<file path="config.mk">
export PLATFORM = sky130hd
export DESIGN_NAME = key_pulse_gen
export DESIGN_NICKNAME = d
export VERILOG_FILES = /design/src/rtl/key_pulse_gen.sv
export SDC_FILE = /design/constraint.sdc
export NUM_CORES = 1
export LEC_CHECK = 0
export BUFFER_PORTS_ARGS = -buffer_cell sky130_fd_sc_hd__buf_2
export CELL_PAD_IN_SITES_DETAIL_PLACEMENT = 1
export CELL_PAD_IN_SITES_GLOBAL_PLACEMENT = 2
export CORE_MARGIN = 5
export CORE_UTILIZATION = 40
export DETAILED_ROUTE_END_ITERATION = 6
export PLACE_DENSITY_LB_ADDON = 0.12
export REMOVE_ABC_BUFFERS = 1
export SETUP_SLACK_MARGIN = 0.2
export SYNTH_ARGS = -nofsm -noshare
export SYNTH_HDL_FRONTEND = slang
export SYNTH_SLANG_ARGS = --single-unit
</file>
<file path="constraint.sdc">
create_clock -name clk -period 2.35 [get_ports clk]
set_clock_uncertainty 0.05 [all_clocks]
set_input_delay 0.47 -clock clk [delete_from_list [all_inputs] [get_ports clk]]
set_output_delay 0.47 -clock clk [all_outputs]
set_load 0.02 [all_outputs]
</file>
<file path="src/rtl/key_pulse_gen.sv">
// rtl/key_pulse_gen.sv - per-key synchroniser, debouncer and press/release/auto-repeat pulse generator
module key_pulse_gen #(
  parameter int N_KEYS     = 4,
  parameter int DB_CYCLES  = 16,
  parameter int RPT_DELAY  = 64,
  parameter int RPT_PERIOD = 16
) (
  input  logic              clk,
  input  logic              reset_n,
  input  logic [N_KEYS-1:0] key_n,
  input  logic [N_KEYS-1:0] rpt_en,
  output logic [N_KEYS-1:0] level,
  output logic [N_KEYS-1:0] press,
  output logic [N_KEYS-1:0] release_pulse
);

  localparam int RPT_MAX = (RPT_DELAY > RPT_PERIOD) ? RPT_DELAY : RPT_PERIOD;
  localparam int DB_W    = $clog2(DB_CYCLES + 1);
  localparam int RPT_W   = $clog2(RPT_MAX + 1);

  localparam logic [DB_W-1:0]  DB_LAST     = DB_W'(DB_CYCLES - 1);
  localparam logic [RPT_W-1:0] DELAY_LAST  = RPT_W'(RPT_DELAY - 1);
  localparam logic [RPT_W-1:0] PERIOD_LAST = RPT_W'(RPT_PERIOD - 1);

  localparam logic [1:0] ST_IDLE   = 2'd0;
  localparam logic [1:0] ST_HELD   = 2'd1;
  localparam logic [1:0] ST_REPEAT = 2'd2;

  for (genvar i = 0; i < N_KEYS; i++) begin : g_ch
    logic             sync_meta;
    logic             sync_key;
    logic [DB_W-1:0]  db_cnt;
    logic [RPT_W-1:0] rpt_cnt;
    logic [1:0]       state;
    logic             level_r;
    logic             press_r;
    logic             release_r;
    logic             mismatch;
    logic             accept;
    logic             rpt_due;

    // The synchronised sample is still active-low; level is active-high.
    always_comb begin
      mismatch = (~sync_key) != level_r;
      accept   = mismatch && (db_cnt == DB_LAST);
      rpt_due  = rpt_en[i] &&
                 (((state == ST_HELD)   && (rpt_cnt == DELAY_LAST)) ||
                  ((state == ST_REPEAT) && (rpt_cnt == PERIOD_LAST)));
    end

    always_ff @(posedge clk or negedge reset_n) begin
      if (!reset_n) begin
        sync_meta <= 1'b1;
        sync_key  <= 1'b1;
        db_cnt    <= '0;
        rpt_cnt   <= '0;
        state     <= ST_IDLE;
        level_r   <= 1'b0;
        press_r   <= 1'b0;
        release_r <= 1'b0;
      end else begin
        sync_meta <= key_n[i];
        sync_key  <= sync_meta;
        press_r   <= 1'b0;
        release_r <= 1'b0;

        if (accept) begin
          db_cnt  <= '0;
          level_r <= ~level_r;
        end else if (mismatch) begin
          db_cnt <= db_cnt + 1'b1;
        end else begin
          db_cnt <= '0;
        end

        // An accepted release pre-empts any repeat that falls due on the same edge.
        case (state)
          ST_IDLE: begin
            rpt_cnt <= '0;
            if (accept) begin
              state   <= ST_HELD;
              press_r <= 1'b1;
            end
          end
          ST_HELD, ST_REPEAT: begin
            if (accept) begin
              state     <= ST_IDLE;
              rpt_cnt   <= '0;
              release_r <= 1'b1;
            end else if (!rpt_en[i]) begin
              state   <= ST_HELD;
              rpt_cnt <= '0;
            end else if (rpt_due) begin
              state   <= ST_REPEAT;
              rpt_cnt <= '0;
              press_r <= 1'b1;
            end else begin
              rpt_cnt <= rpt_cnt + 1'b1;
            end
          end
          default: begin
            state   <= ST_IDLE;
            rpt_cnt <= '0;
          end
        endcase
      end
    end

    assign level[i]         = level_r;
    assign press[i]         = press_r;
    assign release_pulse[i] = release_r;
  end

endmodule

</file>
======== After elaboration in Yosys (flattened, before gate mapping) ========
Index checks and enable logic that the tools add are counted.
Widths: inputs -> output; s select.
storage, ports and cells
  register bits ........................... 76
  input bits .............................. 10
  output and inout bits ................... 12
  word-level logic and storage cells ...... 180
operators by class
  add/subtract/negate cells ............... 8
  equal/unequal tests ..................... 32
  muxes and demuxes ....................... 68
  bitwise operators ....................... 8
  reductions and logical operators ........ 32
operators with widths
  operator             count
  $mux 7               16
  $mux 5               8
  $mux 2               16
  $add 7x1->7 const B  4
  $eq 7x4->1 const B   4
  $eq 7x6->1 const B   4
  $add 5x1->5 const B  4
  $eq 5x4->1 const B   4
  $mux 1               20
  $logic_and 1x1->1    16
  $ne 4x4->1 const B   4
  $pmux 2 s2           4
  $eq 2x1->1 const B   4
  $eq 2x2->1 const B   4
  $logic_not 2->1      4
  $ne 2x2->1 const B   4
  $not 1->1            8
  $pmux 1 s2           4
  $reduce_and 2->1     4
  $reduce_or 2->1      4
  $logic_or 1x1->1     4
  $ne 1x1->1           4

======== Longest topological paths before layout ========
Gate-level depths: netlist of run 1.
  word-level depth ........................ 8
  gate-level depth with buffers ........... 7
  mapped depth without buffers ............ 6

======== Worst setup path before layout of run 1 ========
OpenSTA, ideal clock, no wires.
  path kind ............................... register to register
  from .................................... register g_ch[2].db_cnt[0]
  to ...................................... register g_ch[2].state[1]
  library setup time ...................... 0.080 ns
  data arrival time ....................... 1.723 ns
  data required time ...................... 2.220 ns
  slack ................................... 0.497 ns
  cell stages (with the launch flop) ...... 8
  period minus slack after synthesis ...... 1.853 ns
  path through ............................ dfrtp_1 ha_1 and3_1 ha_1 nand2_2 or3b_1 buf_6 o211ai_2
between the ends
  cells in the longest elaborated chain, start to end .. 4
ends and longest elaborated chain
  item                                                                    line  text
  from (decl)                                                             32    logic [DB_W-1:0] db_cnt;
  from (signal assigned)                                                  71    db_cnt <= db_cnt + 1'b1;
  $eq 5x4->1 (*)                                                          45    accept = mismatch && (db_cnt == DB_LAST);
  $logic_and 1x1->1 (*)                                                   45
  $ne 4x4->1 (no source line), or another cell as far along               n/a
  $reduce_and 2->1 (no source line) / $pmux 2 s2 (equally long branches)  n/a
  to (signal assigned)                                                    57    state <= ST_IDLE;
  to (signal assigned)                                                    81    state <= ST_HELD;
  to (signal assigned)                                                    87    state <= ST_IDLE;
  to (decl)                                                               34    logic [1:0] state;
Every way passes the cells marked *; elsewhere a longest branch is shown, timed or not.
A chain may end at the register's enable or synchronous reset.

======== Final worst setup path of run 1 ========
  from .................................... register g_ch[3].state[0]
  to ...................................... register g_ch[3].state[0]
between the ends
  cells in the longest elaborated chain, start to end .. 6
ends and longest elaborated chain
  item                                             line        text
  from (decl)                                      34
  from (signal assigned)                           57
  from (signal assigned)                           81
  from (signal assigned)                           87
  $eq 2x1->1 / $eq 2x2->1 (equally long branches)  47, 77, 48
  $logic_and 1x1->1, on equally long branches      47, 48
  $logic_or 1x1->1                                 47          (((state == ST_HELD) && (rpt_cnt == DELAY_LAST)) ||
  $logic_and 1x1->1                                46          rpt_due = rpt_en[i] &&
  $ne 4x4->1 (no source line)                      n/a
  $reduce_and 2->1 (no source line)                n/a
Several ways; a longest one is shown, not always the timed one.

==> summary.md, run 1 <==
| Metric | Value |
|---|---|
| Status | `complete, no violations` |
| Via total after detailed routing | `2325` |
| Max-capacitance violation count | `0` |
| Maximum number of pins on one net before global-route repair | `60` |
| Number of placed I/O pins | `22` |
| Beginning of the worst register-to-register path | `g_ch[3].state[0]$_DFFE_PN0P_` |
| Stage delay of the slowest cell on the critical path | `0.42 ns` |
| Commonest cells after routing, fill and taps aside | `68 x dfrtp_1, 62 x nor2_1, 28 x nand3_1, 28 x ha_1, 22 x inv_1` |
| Fraction of final layout cells sized beyond drive strength 1 | `0.1630` |
| Final HPWL from detailed placement | `4497 um` |
| Max Fclk | `506.8 MHz` |
| Clock Tree Buf Depth | `2` |
| # port buffers | `21` |
| Vias in the first global route | `2494` |
| Syn Inst Count | `338` |
| Fin crit period | `1.973 ns` |
| Cells on Worst Hold Path | `1` |
| Wirelength, routed | `6341 um` |
| Global placer's final weighted congestion | `0.7482` |
| Worst-case register-to-register setup slack | `0.38 ns` |
| Slowest CP cell | `dfrtp_1` |
| Number of storage elements in the synthesis netlist | `76` |
| Distinct cell type count after synthesis | `28` |
| First-pass GRT wire length | `11440 um` |
| Post-CTS Setup Bufs | `0` |
| Setup violators final | `0` |
| Top cells by area, synth | `dfrtp_1 47%, ha_1 9.6%, nor2_1 6.4%` |
| Most frequent standard cell in the layout excluding fill and tap cells | `dfrtp_1` |
| Maximum resistive drop on vdd | `0.0003398 V` |
| Min Hold Slack | `0.1655 ns` |
| Growth of design area from synthesis to finish | `10.87%` |
| Worst max-slew margin expressed relative to the limit | `0.7239` |
| Critical path start-end classification | `reg -> reg` |
| Root buffer selected by CTS | `clkbuf_8` |
| Final worst-path cycle share | `0.8397` |
| Crit path arrival time | `2.16 ns` |
| Number of clock sinks seen by CTS | `76` |
| TritonCTS clock tree | `built` |
| Top cell type's share of synthesized area | `0.4678` |
| GRT Overall Usage | `0.1266` |
| 1st-iter DRT viols | `44` |
| Floorplan row count | `34` |
| Width of the chip | `105.4 um` |
| Data required time of the critical path | `2.54 ns` |
| Die outline height | `105.4 um` |
| Gr busiest metal | `met2` |
| Class of the worst hold path | `in -> reg` |
| Per-cell via count in the routed design | `4.947` |
| Depth of the CTS H-tree | `3` |
| End point of the most critical hold path | `g_ch[2].sync_meta$_DFF_PN1_` |
| Final Max Tran Viols | `0` |
| Global Route met2 Usage | `0.1999` |
| Cell Pwr Density | `655.5 nW/um^2` |
| Library cell occupying the most area in the post-synthesis netlist | `dfrtp_1` |
| DR WL/cell | `13.49 um` |
| Depth of the most critical reg-to-reg path | `6` |
| FF-to-FF End | `g_ch[3].state[0]$_DFFE_PN0P_` |
| GRT overflow | `0` |
| Setup repair after global routing missed its margin | `no` |
| Post-detailed-route DRC marker count | `0` |
| Netlist area before placement | `3637 um^2` |
| Initial core utilization | `0.4130` |
| Mean instance size in the synthesized netlist | `10.76 um^2` |
| TritonRoute pass-1 iters | `4` |
| Largest delay contributor family on the critical path | `simple AND/OR/NAND/NOR gates` |
| Final ANT Viol Nets | `0` |
| Met1 Usage GRT | `0.1635` |
| Lkg Pwr | `1.882 nW` |
| Setup tns final | `0 ns` |
| Number of antenna repair diodes | `0` |
| Number of buffers created by CTS | `9` |
| Floorplan die area | `11100 um^2` |
| Critical path startpoint category | `flop` |
| CP Buf/Inv Count | `1` |
| CTS clk-pin slew, worst paths | `0.09 ns` |
| Final layout net count | `395` |
| Met3 capacity usage during global routing | `0.02812` |
| Least-Margin Pin Slew | `0.4112 ns` |
| CP Capture Type | `flop` |
| Insertion delay of the later-clocked pin in the worst-skew pair | `0.35 ns` |
| Area inside the core boundary | `8806 um^2` |
| Warning count from the yosys run | `0` |
| Share of the yosys chip area belonging to registers | `0.5256` |
| Sequence of cells on the critical path | `inv_1, ha_1, or3b_1, a211oi_2, nand2b_1, o221ai_2` |
| Initial antenna violation count | `0` |
| Hold violation count in the final report | `0` |
| Highest fanout seen on the critical path | `8` |
| Hold Crit Start | `key_n[2]` |
## state kept, by name, summed over array words and instances, names as in the netlist
| name | count |
|---|---|
| g_ch.db_cnt | 20 |
| g_ch.state | 8 |
| g_ch.level_r | 4 |
| g_ch.rpt_cnt | 28 |
| g_ch.press_r | 4 |
| g_ch.sync_key | 4 |
| g_ch.sync_meta | 4 |
| g_ch.release_r | 4 |
## kinds of logic after synthesis
logic type / share of synthesized area
simple gates: 0.1758
flops: 0.5256
buf+inv: 0.05986
xor+xnor: 0.07706
fa+ha+maj: 0.09632
compound gates: 0.06261
mux: 0.002752
## what timing repair did
action | CTS | global route
hold buffers | 1 | 0
resized for setup | 0 | 3
endpoints found under the setup margin | 0 | 12
hold endpoints to repair | 13 | 0
## stage by stage
stage | setup slack (ns) | std cells | utilization | cell area (um^2) | power [mW]
finish | 0.3767 | 470 | 0.4579 | 4033 | 2.643
global route | 0.2064 | 470 | 0.4579 | 4033 | 2.764
CTS | 0.2598 | 470 | 0.4569 | 4024 | 2.685
detailed placement | 0.2746 | 453 | 0.4284 | 3772 | 1.462
global placement | 0.2748 | 453 | 0.4284 | 3772 | 1.460
floorplan | 0.4854 | 322 | - | 3502 | 1.410
## final cells by class
cell class / instances / area (um^2)
multi-input cells: 224 / 1516
repair buffers: 24 / 145.1
clock buffers: 11 / 141.4
flip-flops and latches: 76 / 1912
fillers: 988 / 4773
well taps: 108 / 135.1
clock inverters: 5 / 100.1
inverters: 22 / 82.58
## routing by layer
layer | part of all wire | up-vias
met4 | 0.022 | 0
met2 | 0.46 | 19
met5 | 0 | -
met3 | 0.025 | 13
li1 | - | 1143
met1 | 0.49 | 1150
## report_power, final
| part | switching [mW] | leakage (nW) | internal, mW |
|---|---|---|---|
| Clock | 0.478 | 0.123 | 0.732 |
| Sequential | 0.0152 | 1.02 | 1.34 |
| Combinational | 0.0532 | 0.735 | 0.0290 |
## cells in the mapped netlist
cell type / instances
nand4_1: 1
a31oi_1: 3
o211ai_1: 3
inv_1: 22
and2_1: 3
a211oi_1: 1
and3_1: 13
xnor2_1: 17
o211ai_2: 2
buf_4: 12
o221ai_2: 3
nor3_1: 1
dfstp_2: 8
ha_1: 28
nand2_2: 1
nand2_1: 14
xor2_1: 15
dfrtp_1: 68
or3b_1: 5
o41ai_1: 1
nor2_1: 62
nand4b_1: 1
nand3_1: 28
a211oi_2: 4
nand2b_1: 7
buf_6: 4
mux2i_1: 1
a21oi_1: 10
## worst max-delay path by stage
stage / startpoint / endpoint / cells after the start
after floorplan: g_ch[2].db_cnt[0]$_DFF_PN0_ / g_ch[2].state[0]$_DFFE_PN0P_ / 6
after global placement: g_ch[2].state[0]$_DFFE_PN0P_ / g_ch[2].state[0]$_DFFE_PN0P_ / 6
after detailed placement: g_ch[2].db_cnt[0]$_DFF_PN0_ / g_ch[2].state[1]$_DFFE_PN0P_ / 6
after CTS: g_ch[2].db_cnt[0]$_DFF_PN0_ / g_ch[2].state[1]$_DFFE_PN0P_ / 6
after global routing: g_ch[3].state[0]$_DFFE_PN0P_ / g_ch[3].state[0]$_DFFE_PN0P_ / 6
final: g_ch[3].state[0]$_DFFE_PN0P_ / g_ch[3].state[0]$_DFFE_PN0P_ / 6
(Power assumes the default switching activity.)
==> run 2: changes to the inputs <==
Clock period 2.35 ns to 1.9 ns, I/O delays scaled along.
==> summary.md, run 2 (synthesis gave the netlist of run 1 again) <==
| Metric | Value |
|---|---|
| Largest registers in the final layout | `g_ch.rpt_cnt: 28 flops, g_ch.db_cnt: 20 flops, g_ch.state: 8 flops` |
| Per-cell via count in the routed design | `4.845 (-2.1%)` |
| Most frequent standard cell in the layout excluding fill and tap cells | `dfrtp_1` |
| GRT Overall Usage | `0.1304 (+0.003747)` |
| Vias in the first global route | `2656 (+6.5%)` |
| Floorplan die area | `11100 um^2 (unchanged)` |
| Setup violators final | `0 (unchanged)` |
| # port buffers | `21 (unchanged)` |
| Area inside the core boundary | `8806 um^2 (unchanged)` |
| Die outline height | `105.4 um (unchanged)` |
| Number of flip-flops in the largest register | `28 (unchanged)` |
| Maximum resistive drop on vdd | `0.0005079 V (+49%)` |
| Filler cells | `986 (-0.20%)` |
| Number of clock sinks seen by CTS | `76 (unchanged)` |
| Initial antenna violation count | `0 (unchanged)` |
| Class of the worst hold path | `in -> reg` |
| Max Fclk | `562.4 MHz (+11%)` |
| Maximum number of pins on one net before global-route repair | `36 (-40%)` |
| Crit path arrival time | `1.96 ns (-0.20 ns)` |
| Stage delay of the slowest cell on the critical path | `0.40 ns (-0.02 ns)` |
| Floorplan row count | `34 (unchanged)` |
| Insertion delay of the later-clocked pin in the worst-skew pair | `0.35 ns (about the same)` |
| Wirelength, routed | `6788 um (+7.0%)` |
| Critical path startpoint category | `flop` |
| Final Max Tran Viols | `0 (unchanged)` |
| Cell Pwr Density | `660.1 nW/um^2 (+0.70%)` |
| Number of antenna repair diodes | `0 (unchanged)` |
| GRT overflow | `0 (unchanged)` |
| Max-capacitance violation count | `0 (unchanged)` |
| Clock Tree Buf Depth | `2 (unchanged)` |
| Number of placed I/O pins | `22 (unchanged)` |
| Cells on Worst Hold Path | `1 (unchanged)` |
| DR WL/cell | `13.31 um (-1.3%)` |
| Number of buffers created by CTS | `9 (unchanged)` |
| CTS clk-pin slew, worst paths | `0.08 ns (about the same)` |
| TritonRoute pass-1 iters | `3 (-1)` |
| Slowest CP cell | `dfrtp_1` |
| Cells after DPL | `479 (+5.7%)` |
| Least-Margin Pin Slew | `0.5795 ns (+0.1683 ns)` |
| Commonest cells after routing, fill and taps aside | `67 x dfrtp_1, 51 x nor2_1, 36 x buf_4` |
| Data required time of the critical path | `2.08 ns (-0.46 ns)` |
| Fin crit period | `1.778 ns (-0.1954 ns)` |
| Setup tns final | `0 ns (unchanged)` |
| Final worst-path cycle share | `0.9358 (+0.09605)` |
| Final HPWL from detailed placement | `4750 um (+5.6%)` |
| Growth of design area from synthesis to finish | `23.87%` |
| Critical path start-end classification | `reg -> reg` |
| Fraction of final layout cells sized beyond drive strength 1 | `0.3358 (+0.1728)` |
| Width of the chip | `105.4 um (unchanged)` |
| Final layout net count | `435 (+10%)` |
| Worst max-slew margin expressed relative to the limit | `0.6109 (-0.1130)` |
| Hold violation count in the final report | `0 (unchanged)` |
| Setup repair after global routing missed its margin | `yes` |
| TritonCTS clock tree | `built` |
| CP Capture Type | `flop` |
| First-pass GRT wire length | `11960 um (+4.5%)` |
| Via total after detailed routing | `2471 (+6.3%)` |
| Non-filler instance count after layout | `510 (+8.5%)` |
| Status | `complete, no violations` |
| Lkg Pwr | `2.070 nW (+10%)` |
| Root buffer selected by CTS | `clkbuf_8` |
| 1st-iter DRT viols | `16 (-64%)` |
| Depth of the CTS H-tree | `3 (unchanged)` |
| Highest fanout seen on the critical path | `3 (-5)` |
| Post-detailed-route DRC marker count | `0 (unchanged)` |
| Final ANT Viol Nets | `0 (unchanged)` |
| Largest register by flop count | `g_ch.rpt_cnt` |
| Global placer's final weighted congestion | `0.7838 (+4.8%)` |
| Sequence of cells on the critical path | `inv_2, ha_1, or3b_1, a211oi_2, or3b_4, buf_4, o211ai_2` |
| Depth of the most critical reg-to-reg path | `7 (+1)` |
| Initial core utilization | `0.4130 (unchanged)` |
| Min Hold Slack | `0.07183 ns (-0.09363 ns)` |
==> run 2: layout make-up <==
type,instances,area [um^2],share of cell area
Sequential cell,76,1913,0.4246
Multi-Input combinational cell,224,1715,0.3807
Timing Repair Buffer,64,475.5,0.1055
Tap cell,108,135.1,0.02999
Clock buffer,11,131.4,0.02916
Inverter,22,82.58,0.01833
Clock inverter,5,52.55,0.01166
==> run 2: critical path, delay by kind of cell, from the launching register on <==
family | cells | cell delay (ns)
AOI/OAI and AO/OA | 2 | 0.35
adders and majority gates | 1 | 0.13
buffers and inverters | 2 | 0.19
DFF | 1 | 0.40
and+or+nand+nor | 2 | 0.54
==> run 2: path summary, 6_finish.rpt <==
path,from,to,slack [ns]
min in group asynchronous,reset_n,g_ch[2].release_r$_DFF_PN0_,0.44
worst max register to register,g_ch[2].state[0]$_DFFE_PN0P_,g_ch[2].state[0]$_DFFE_PN0P_,0.12
worst min register to register,g_ch[1].sync_meta$_DFF_PN1_,g_ch[1].sync_key$_DFF_PN1_,0.31
worst max-delay path,g_ch[2].state[0]$_DFFE_PN0P_,g_ch[2].state[0]$_DFFE_PN0P_,0.12
max in group asynchronous,reset_n,g_ch[0].sync_meta$_DFF_PN1_,0.73
worst min-delay path,key_n[2],g_ch[2].sync_meta$_DFF_PN1_,0.07
==> run 2: through the flow <==
stage	util	worst slack (ns)	cell area, um^2	power [mW]
after CTS	0.4889	0.1364	4305	3.042
final	0.5117	0.1220	4506	2.974
after global placement	0.4506	0.1056	3968	1.809
after detailed placement	0.4506	0.05398	3968	1.814
after global routing	0.5117	0.02609	4506	3.141
after floorplan	-	0.03536	3502	1.744
==> run 2: report_power, final <==
| group | switching, mW | internal [mW] | leakage, nW | total [mW] |
|---|---|---|---|---|
| combinational | 0.0711 | 0.0457 | 0.954 | 0.117 |
| clock | 0.583 | 0.602 | 0.0931 | 1.18 |
| sequential | 0.0196 | 1.65 | 1.02 | 1.67 |
==> run 2: routing by layer <==
layer | wire (um) | global-route usage
met4 | 100 | 0.05342
met2 | 3332 | 0.2158
met1 | 3189 | 0.1675
met5 | 0 | 0
met3 | 166 | 0.02567
==> run 2: repair_timing <==
action,in CTS,in global routing
hold buffers,1,0
pin swaps,8,15
hold endpoints to repair,24,0
buffers inserted,9,5
resized for setup,22,36
endpoints found under the setup margin,34,45
==> run 3: changes to the inputs <==
Settings changed: CORE_UTILIZATION 40 to 25.
==> summary.md, run 3 (synthesis gave the netlist of run 1 again) <==
| Metric | Value |
|---|---|
| Final ANT Viol Nets | `0 (unchanged)` |
| Cell Pwr Density | `761.8 nW/um^2 (+15%)` |
| Max Fclk | `570.9 MHz (+1.5%)` |
| Largest register by flop count | `g_ch.rpt_cnt` |
| Commonest cells after routing, fill and taps aside | `68 x dfrtp_1, 62 x nor2_1, 34 x buf_4` |
| Worst Slack Setup Final | `0.1483 ns (+0.02623 ns)` |
| Critical path start-end classification | `reg -> reg` |
| GRT overflow | `0 (unchanged)` |
| Initial antenna violation count | `0 (unchanged)` |
| Part of the total power dissipated in combinational logic | `0.036 (-0.003)` |
| Finished Core Util | `0.3197 (-0.1919)` |
| Fin crit period | `1.752 ns (-0.02623 ns)` |
| Floorplan die area | `17060 um^2 (+54%)` |
| Fraction of final layout cells sized beyond drive strength 1 | `0.3025 (-0.03332)` |
| GRT Overall Usage | `0.09197 (-0.03840)` |
| Number of placed I/O pins | `22 (unchanged)` |
| Final cell area excluding filler cells | `4612 um^2 (+2.4%)` |
| Final Max Tran Viols | `0 (unchanged)` |
| Hold violation count in the final report | `0 (unchanged)` |
| CP Capture Type | `flop` |
| Fraction of power consumed by the clock network | `0.487 (+0.089)` |
| Sum of internal, switching and leakage power | `3.513 mW (+18%)` |
| Most frequent standard cell in the layout excluding fill and tap cells | `dfrtp_1` |
| Post-placement cell area | `4070 um^2 (+2.6%)` |
| TritonCTS clock tree | `built` |
| Setup violators final | `0 (unchanged)` |
| Clock Tree Buf Depth | `2 (unchanged)` |
| Depth of the CTS H-tree | `3 (unchanged)` |
| Switching Share | `0.2085 (-0.01804)` |
| Global placer's final weighted congestion | `0.7195 (-8.2%)` |
| Least-Margin Pin Slew | `0.4152 ns (-0.1643 ns)` |
| Root buffer selected by CTS | `clkbuf_16` |
| Final layout net count | `435 (unchanged)` |
| CTS clk-pin slew, worst paths | `0.06 ns (-0.02 ns)` |
| Internal Power | `2.781 mW (+21%)` |
| Setup tns final | `0 ns (unchanged)` |
| Slowest CP cell | `dfrtp_1` |
| Area inside the core boundary | `14420 um^2 (+64%)` |
| Die outline height | `130.6 um (+24%)` |
| TritonRoute pass-1 iters | `4 (+1)` |
| Final worst-path cycle share | `0.9220 (-0.01381)` |
| Sequence of cells on the critical path | `inv_2, ha_2, or3b_4, a211oi_4, nand2b_4, buf_6, o221ai_2` |
| Growth of design area from synthesis to finish | `26.80%` |
| Critical path startpoint category | `flop` |
| Vias in the first global route | `2641 (-0.56%)` |
| Non-filler instance count after layout | `584 (+15%)` |
| Data required time of the critical path | `2.06 ns (-0.02 ns)` |
| Pre-CTS setup slack | `0.05983 ns (+0.005854 ns)` |
| DR WL/cell | `12.30 um (-7.6%)` |
| Maximum resistive drop on vdd | `0.0003712 V (-27%)` |
| 1st-iter DRT viols | `56 (+40)` |
| Final HPWL from detailed placement | `5103 um (+7.4%)` |
| Insertion delay of the later-clocked pin in the worst-skew pair | `0.33 ns (-0.02 ns)` |
| Number of antenna repair diodes | `0 (unchanged)` |
| Worst max-slew margin expressed relative to the limit | `0.7212 (+0.1103)` |
| Highest fanout seen on the critical path | `2 (-1)` |
| # port buffers | `21 (unchanged)` |
| Floorplan row count | `44 (+29%)` |
| Cells after DPL | `556 (+16%)` |
| Largest delay contributor family on the critical path | `simple AND/OR/NAND/NOR gates` |
| Reg power frac | `0.477 (-0.085)` |
| Wirelength, routed | `7182 um (+5.8%)` |
| Via total after detailed routing | `2470 (-0.040%)` |
| Number of flip-flops in the largest register | `28 (unchanged)` |
| Power spent charging and discharging nets | `732.5 uW (+8.7%)` |
| Class of the worst hold path | `in -> reg` |
| Status | `complete, no violations` |
| Number of clock sinks seen by CTS | `76 (unchanged)` |
| Setup repair after global routing missed its margin | `yes` |
| Per-cell via count in the routed design | `4.229 (-13%)` |
| Max-capacitance violation count | `0 (unchanged)` |
| Largest registers in the final layout | `g_ch.rpt_cnt: 28 flops, g_ch.db_cnt: 20 flops, g_ch.state: 8 flops` |
| Stage delay of the slowest cell on the critical path | `0.38 ns (-0.02 ns)` |
| Initial core utilization | `0.2522 (-0.1609)` |
| First-pass GRT wire length | `12360 um (+3.3%)` |
| Min Hold Slack | `0.09567 ns (+0.02384 ns)` |
| Number of buffers created by CTS | `9 (unchanged)` |
| Post-detailed-route DRC marker count | `0 (unchanged)` |
| Crit path arrival time | `1.91 ns (-0.05 ns)` |
| CP Buf/Inv Count | `2 (unchanged)` |
| Lkg Pwr | `2.104 nW (+1.6%)` |
| Width of the chip | `130.6 um (+24%)` |
| Maximum number of pins on one net before global-route repair | `41 (+14%)` |
-- run 3: cell count changes in the layout (fill, tap and decap cells not counted), moves of 3 or more --
cell,previous run,this run
nor2_1,51,62
clkbuf_16,0,9
nor2_2,8,0
clkbuf_8,9,2
buf_6,4,8
a21oi_2,3,6
ha_2,5,8
ha_4,5,2
nor2_4,3,0
-- run 3: area by class of cell --
| type | count | area (um^2) |
|---|---|---|
| Clock buffer | 12 | 256.5 |
| Fill cell | 1646 | 9812 |
| Timing Repair Buffer | 64 | 475.5 |
| Multi-Input combinational cell | 224 | 1620 |
| Clock inverter | 2 | 35.03 |
| Sequential cell | 76 | 1912 |
| Inverter | 22 | 82.58 |
| Tap cell | 184 | 230.2 |
-- run 3: worst paths after layout --
check                                             start                           end  slack (ns)  depth (start not counted)
setup / recovery           g_ch[0].state[0]$_DFFE_PN0P_  g_ch[0].state[0]$_DFFE_PN0P_        0.15                          7
hold / removal                                 key_n[1]   g_ch[1].sync_meta$_DFF_PN1_         0.1                          1
max in group asynchronous                       reset_n   g_ch[2].sync_meta$_DFF_PN1_        0.76                          3
hold reg to reg             g_ch[2].sync_meta$_DFF_PN1_    g_ch[2].sync_key$_DFF_PN1_        0.30                          0
setup reg to reg           g_ch[0].state[0]$_DFFE_PN0P_  g_ch[0].state[0]$_DFFE_PN0P_        0.15                          7
min in group asynchronous                       reset_n  g_ch[2].rpt_cnt[4]$_DFF_PN0_        0.43                          2
-- run 3: per-layer routing --
layer	track usage	share of wire	routed length, um
met1	0.1168	0.47	3351
met2	0.1429	0.48	3450
met3	0.02480	0.031	226
met4	0.04900	0.022	155
met5	0	0	0
-- run 3: power by group through the flow --
| stage | Sequential [mW] | Combinational [mW] | Clock, mW |
|---|---|---|---|
| 6_report | 1.67 | 0.127 | 1.71 |
| 5_1_grt | 1.68 | 0.149 | 1.86 |
| 4_1_cts | 1.67 | 0.132 | 1.81 |
| 3_5_place_dp | 1.70 | 0.114 | 0 |
| 3_3_place_gp | 1.70 | 0.113 | 0 |
| 2_1_floorplan | 1.70 | 0.0446 | 0 |
-- run 3: timing repair --
item	4_1_cts	5_1_grt
gates resized for setup	30	7
endpoints found under the setup margin	35	36
setup buffers	11	2
endpoints found under the hold margin	19	0
cloned	0	0
pin swaps	11	4
hold buffers	1	0
